## src/rtl/tape_prefetch.sv

```systemverilog
// Refresh-cycle SDRAM fetch engine for the tape player: one byte read per Z80
// refresh window, buffered in a show-ahead FIFO, abortable and restartable.
module tape_prefetch #(
  parameter int ADDR_W     = 25,
  parameter int FIFO_DEPTH = 4,
  parameter int ACK_DELAY  = 7
) (
  input  logic                          clk,
  input  logic                          nRESET,
  input  logic                          nRFSH,
  input  logic                          start,
  input  logic [ADDR_W-1:0]             base_addr,
  input  logic [ADDR_W-1:0]             end_addr,
  output logic                          sram_rd,
  output logic [ADDR_W-1:0]             sram_addr,
  input  logic [7:0]                    sram_dout,
  input  logic                          rd_req,
  output logic [7:0]                    dout,
  output logic                          dout_valid,
  output logic                          eof,
  output logic [$clog2(FIFO_DEPTH):0]   level,
  output logic [1:0]                    fsm_state
);

  localparam int PTR_W = $clog2(FIFO_DEPTH);
  localparam int CNT_W = PTR_W + 1;
  localparam logic [3:0] DLY_INIT = 4'(ACK_DELAY);

  typedef enum logic [1:0] {
    IDLE      = 2'd0,
    WAIT_RFSH = 2'd1,
    READ      = 2'd2,
    DONE      = 2'd3
  } state_t;

  state_t             state_q, state_d;
  logic               nrfsh_q;
  logic [ADDR_W-1:0]  fetch_addr, end_q, addr_inc;
  logic [3:0]         dly_q;
  logic [PTR_W-1:0]   wr_ptr, rd_ptr;
  logic [CNT_W-1:0]   count;
  logic [7:0]         mem [FIFO_DEPTH];

  logic rfsh_fall, full, issue, capture, abort, pop;

  assign rfsh_fall = nrfsh_q & ~nRFSH;
  assign full      = (count == CNT_W'(FIFO_DEPTH));
  assign addr_inc  = fetch_addr + ADDR_W'(1);
  assign pop       = rd_req & (count != '0) & ~start;

  // Capture takes priority over abort: data is already on sram_dout at that edge.
  always_comb begin
    state_d = state_q;
    issue   = 1'b0;
    capture = 1'b0;
    abort   = 1'b0;
    if (start) begin
      state_d = (base_addr < end_addr) ? WAIT_RFSH : DONE;
    end else begin
      case (state_q)
        WAIT_RFSH: begin
          if (rfsh_fall && !full && (fetch_addr < end_q)) begin
            issue   = 1'b1;
            state_d = READ;
          end
        end
        READ: begin
          if (dly_q == 4'd1) begin
            capture = 1'b1;
            state_d = (addr_inc == end_q) ? DONE : WAIT_RFSH;
          end else if (nRFSH) begin
            abort   = 1'b1;
            state_d = WAIT_RFSH;
          end
        end
        default: state_d = state_q;
      endcase
    end
  end

  always_ff @(posedge clk or negedge nRESET) begin
    if (!nRESET) state_q <= IDLE;
    else         state_q <= state_d;
  end

  always_ff @(posedge clk or negedge nRESET) begin
    if (!nRESET) begin
      nrfsh_q    <= 1'b1;
      fetch_addr <= '0;
      end_q      <= '0;
      dly_q      <= '0;
      sram_rd    <= 1'b0;
      sram_addr  <= '0;
      wr_ptr     <= '0;
      rd_ptr     <= '0;
      count      <= '0;
    end else begin
      nrfsh_q <= nRFSH;
      if (start) begin
        // Flush discards any read in flight; the new range starts clean.
        fetch_addr <= base_addr;
        end_q      <= end_addr;
        dly_q      <= '0;
        sram_rd    <= 1'b0;
        wr_ptr     <= '0;
        rd_ptr     <= '0;
        count      <= '0;
      end else begin
        if (issue) begin
          sram_addr <= fetch_addr;
          sram_rd   <= 1'b1;
          dly_q     <= DLY_INIT;
        end else if (state_q == READ && !capture && !abort) begin
          dly_q <= dly_q - 4'd1;
        end
        if (capture) begin
          sram_rd    <= 1'b0;
          fetch_addr <= addr_inc;
          wr_ptr     <= wr_ptr + PTR_W'(1);
        end
        if (abort) sram_rd <= 1'b0;
        if (pop) rd_ptr <= rd_ptr + PTR_W'(1);
        case ({capture, pop})
          2'b10:   count <= count + CNT_W'(1);
          2'b01:   count <= count - CNT_W'(1);
          default: count <= count;
        endcase
      end
    end
  end

  always_ff @(posedge clk) begin
    if (capture) mem[wr_ptr] <= sram_dout;
  end

  assign dout       = mem[rd_ptr];
  assign dout_valid = (count != '0);
  assign level      = count;
  assign eof        = (state_q == DONE) && (count == '0);
  assign fsm_state  = state_q;

endmodule

```

## config.mk

```make
export PLATFORM = sky130hd
export DESIGN_NAME = tape_prefetch
export DESIGN_NICKNAME = d
export VERILOG_FILES = /design/src/rtl/tape_prefetch.sv
export SDC_FILE = /design/constraint.sdc
export NUM_CORES = 1
export LEC_CHECK = 0
export CAP_MARGIN = 40
export CORE_UTILIZATION = 40
export DETAILED_ROUTE_END_ITERATION = 10
export GPL_TIMING_DRIVEN = 0
export PLACE_DENSITY_LB_ADDON = 0.3
export SLEW_MARGIN = 15
export SYNTH_ARGS = -nofsm -noshare
export SYNTH_HDL_FRONTEND = slang
export SYNTH_SLANG_ARGS = --single-unit
```

## constraint.sdc

```tcl
create_clock -name clk -period 2.8 [get_ports clk]
set_clock_uncertainty 0.2 [all_clocks]
set_input_delay 0.42 -clock clk [delete_from_list [all_inputs] [get_ports clk]]
set_output_delay 0.42 -clock clk [all_outputs]
set_load 0.02 [all_outputs]
```

==> results_dict.tcl <==
set metrics [dict create \
    dieHeight_um 136 \
    grt_setup_unrepaired "yes" \
    fmax_mhz 355 \
    ys_warn_count 0 \
    final.min_clock_period_ns 2.81 \
    antenna_found_initial 0 \
    cp_slowest_cell "dfrtp_1" \
    cts_tree "done" \
    status "complete, but fails checks" \
    synth_cell_type_count 62 \
    min_path_type "input port to flip-flop" \
    vdd_ir_drop_max_uv 441 \
    port_buffers 102 \
    worstPathRequired_ns 2.91 \
    clock_path_buffers 2 \
    worstSkewPairLatency_ns 0.43 \
    regArea_mm2 0.00323 \
    maxCapViolations 0 \
    finalCritPeriodShare_pct 100 \
    final_nets 1000 \
    whs_ns 0.279 \
    drtIter0Drc 393 \
    core_area_mm2 0.0174 \
    cts_max_level 4 \
    p_leak_nw 4.20 \
    fillers 1485 \
    vias_per_cell 5.35 \
    clkTransAtPathRegs_ns 0.06 \
    end_kind "flip-flop" \
    cp_max_fo 5 \
    ys.flop_type "dfrtp_1" \
    start_util_pct 41.2 \
    crit_path_frequent_cell "o21ai_2" \
    grt_use_met1_pct 28.6 \
    yosysTopAreaCell "dfrtp_1" \
    crit_path_start_kind "flip-flop" \
    yosysTopAreaCellShare_pct 31.1 \
    cts_sinks 122 \
    timing_hold_violations_final 0 \
    met3_usage_pct 4.60 \
    max_slew_margin_pct 43.7 \
    grtUsageMet2_pct 36.7 \
    synth_seq_cells 122 \
    cts_inserted_buffers 17 \
    die_area_mm2 0.0184 \
    post-synth-top-count-cell "dfrtp_1" \
    wirelength_mm 19.8 \
    max_stage_delay_ns 0.38 \
    crit_chain "inv_2, ha_4, and4_4, a221oi_4, o21ai_2, o21ai_2, a21oi_2, or2_4, nor2_4, buf_6, buf_8, mux2_4" \
    netlist_top_cells_count "dfrtp_1, nand2_1, o21ai_0, inv_1, ha_1" \
    die_w_um 136 \
    total_power_mw 6.53 \
    setup_ws_ns -0.0139 \
    row_count 48 \
    seq_area_frac_synth_pct 44.9 \
    grt.overflow.total 0 \
    syn_to_final_growth_pct 39.6 \
    slew_violations 0 \
    grt_pass1_vias 5933 \
    synthesis.nets 828 \
    grt_use_total_pct 22.1 \
    dpl.hpwl_mm 13.6 \
    first_pass_iters 5 \
    antenna_cells 0 \
    synth-async-reset-ratio_pct 73.8 \
    wire_per_inst_um 17.7 \
    syn_inst 708 \
    multi_input_area_mm2 0.00394 \
    path_class "flip-flop to flip-flop" \
    drtAntennaViolNets 0 \
    grt_first_pass_wirelength_mm 30.8 \
    critPathTopFamily "simple AND/OR/NAND/NOR gates" \
    violations "negative setup slack" \
    cp_num_buf_inv 3 \
    gp_congestion 0.839 \
    syn-cell-area_mm2 0.00715 \
    utilization_pct 57.5 \
    setup_viol 11 \
    ios 104 \
    busiest_layer "met2" \
    worstMarginPinSlew_ns 0.844 \
    cp.arrival_ns 2.92 \
    drive_gt1_share_pct 22.2 \
    grt_start_max_net_pins 55 \
    syn_area_per_cell_um2 10.1 \
    root_buffer "clkbuf_16" \
    synth_edf_count 32 \
    routed-via-count 5979 \
    place_ws_ns -0.453 \
    power_density_mw_per_mm2 654 \
    ys_top_cells_by_area "dfrtp_1, edfxtp_1, ha_1" \
    drcViolationCount 0 \
]
## per-layer routing
| layer | share of wire (%) | wire length [um] |
|---|---|---|
| met1 | 45 | 8910 |
| met2 | 49 | 9640 |
| met3 | 4.7 | 924 |
| met4 | 1.4 | 277 |
| met5 | 0 | 0 |
## sequential cells by signal, indices dropped and copies added, names as in the netlist
name / count
wr_ptr: 2
rd_ptr: 2
sram_addr: 25
end_q: 25
fsm_state: 2
dly_q: 4
level: 3
fetch_addr: 25
sram_rd: 1
nrfsh_q: 1
mem: 32
## power breakdown
part | total, mW | internal, mW | switching, mW | leakage, nW
clock network | 2.22 | 1.27 | 0.948 | 0.290
logic | 2.00 | 1.06 | 0.934 | 2.52
registers | 2.31 | 2.09 | 0.214 | 1.39
total | 6.53 | 4.43 | 2.10 | 4.20
## cell families (layout without fill, tap and decap cells)
family / count (synthesis) / count (layout) / synth area share [%]
simple gates: 211 / 211 / 14.6
buf+inv: 95 / 280 / 5.53
flops: 122 / 122 / 44.9
compound gates: 123 / 123 / 9.99
xor+xnor: 61 / 61 / 7.47
fa+ha+maj: 57 / 57 / 10.1
mux: 39 / 39 / 7.35
## placed cells by master, fill, tap and decap left out, drive strengths merged, types with 5 or more instances in the layout
| cell | synthesis | final |
|---|---|---|
| clkdlybuf4s50 | 0 | 101 |
| dfrtp | 89 | 89 |
| nand2 | 82 | 82 |
| inv | 57 | 70 |
| buf | 11 | 68 |
| o21ai | 63 | 63 |
| ha | 56 | 56 |
| xnor2 | 38 | 38 |
| clkbuf | 27 | 38 |
| nor2 | 33 | 33 |
| edfxtp | 32 | 32 |
| mux2 | 28 | 28 |
| a21oi | 27 | 27 |
| xor2 | 23 | 23 |
| nand3 | 20 | 20 |
| nand4 | 17 | 17 |
| nor3 | 11 | 11 |
| mux4 | 8 | 8 |
| nor3b | 6 | 6 |
| and2 | 6 | 6 |
| nor4 | 6 | 6 |
| nor2b | 5 | 5 |
| and4 | 5 | 5 |
## repair_timing
action | CTS | global route
resized for setup | 61 | 58
setup endpoints to repair | 72 | 40
gates cloned | 2 | 0
hold endpoints to repair | 53 | 0
setup buffers | 30 | 27
hold buffers | 1 | 0
pin swaps | 16 | 17
## final timing paths
| path | slack, ns | startpoint | cells after the start | end |
|---|---|---|---|---|
| setup / recovery | -0.01 | end_q[8]$_DFFE_PN0P_ | 12 | sram_addr[17]$_DFFE_PN0P_ |
| hold / removal | 0.28 | nRFSH | 1 | nrfsh_q$_DFF_PN1_ |
| setup reg to reg | -0.01 | end_q[8]$_DFFE_PN0P_ | 12 | sram_addr[17]$_DFFE_PN0P_ |
| hold reg to reg | 0.30 | sram_rd$_DFFE_PN0P_ | 1 | sram_rd$_DFFE_PN0P_ |
| max in group asynchronous | 1.28 | nRESET | 3 | nrfsh_q$_DFF_PN1_ |
| min in group asynchronous | 0.39 | nRESET | 2 | sram_addr[15]$_DFFE_PN0P_ |
## metrics by stage
step | TNS (ns) | cell area, um^2 | cells
2_1_floorplan | 0 | 7190 | 708
3_3_place_gp | -242.48 | 8490 | 1035
3_5_place_dp | -22.67 | 8530 | 1036
4_1_cts | -2.30 | 9630 | 1096
5_1_grt | -2.12 | 9980 | 1118
6_report | -0.0781 | 9980 | 1118
## area by class of cell
cell class                      instances  share of cell area, %
Multi-Input combinational cell        491                   39.4
Clock buffer                           17                   4.26
Clock inverter                         15                   1.64
Timing Repair Buffer                  160                   15.5
Tap cell                              225                   2.82
Buffer                                 31                   1.89
Inverter                               57                   2.14
Sequential cell                       122                   32.3
No activity file was read; power rests on OpenSTA's default activity.
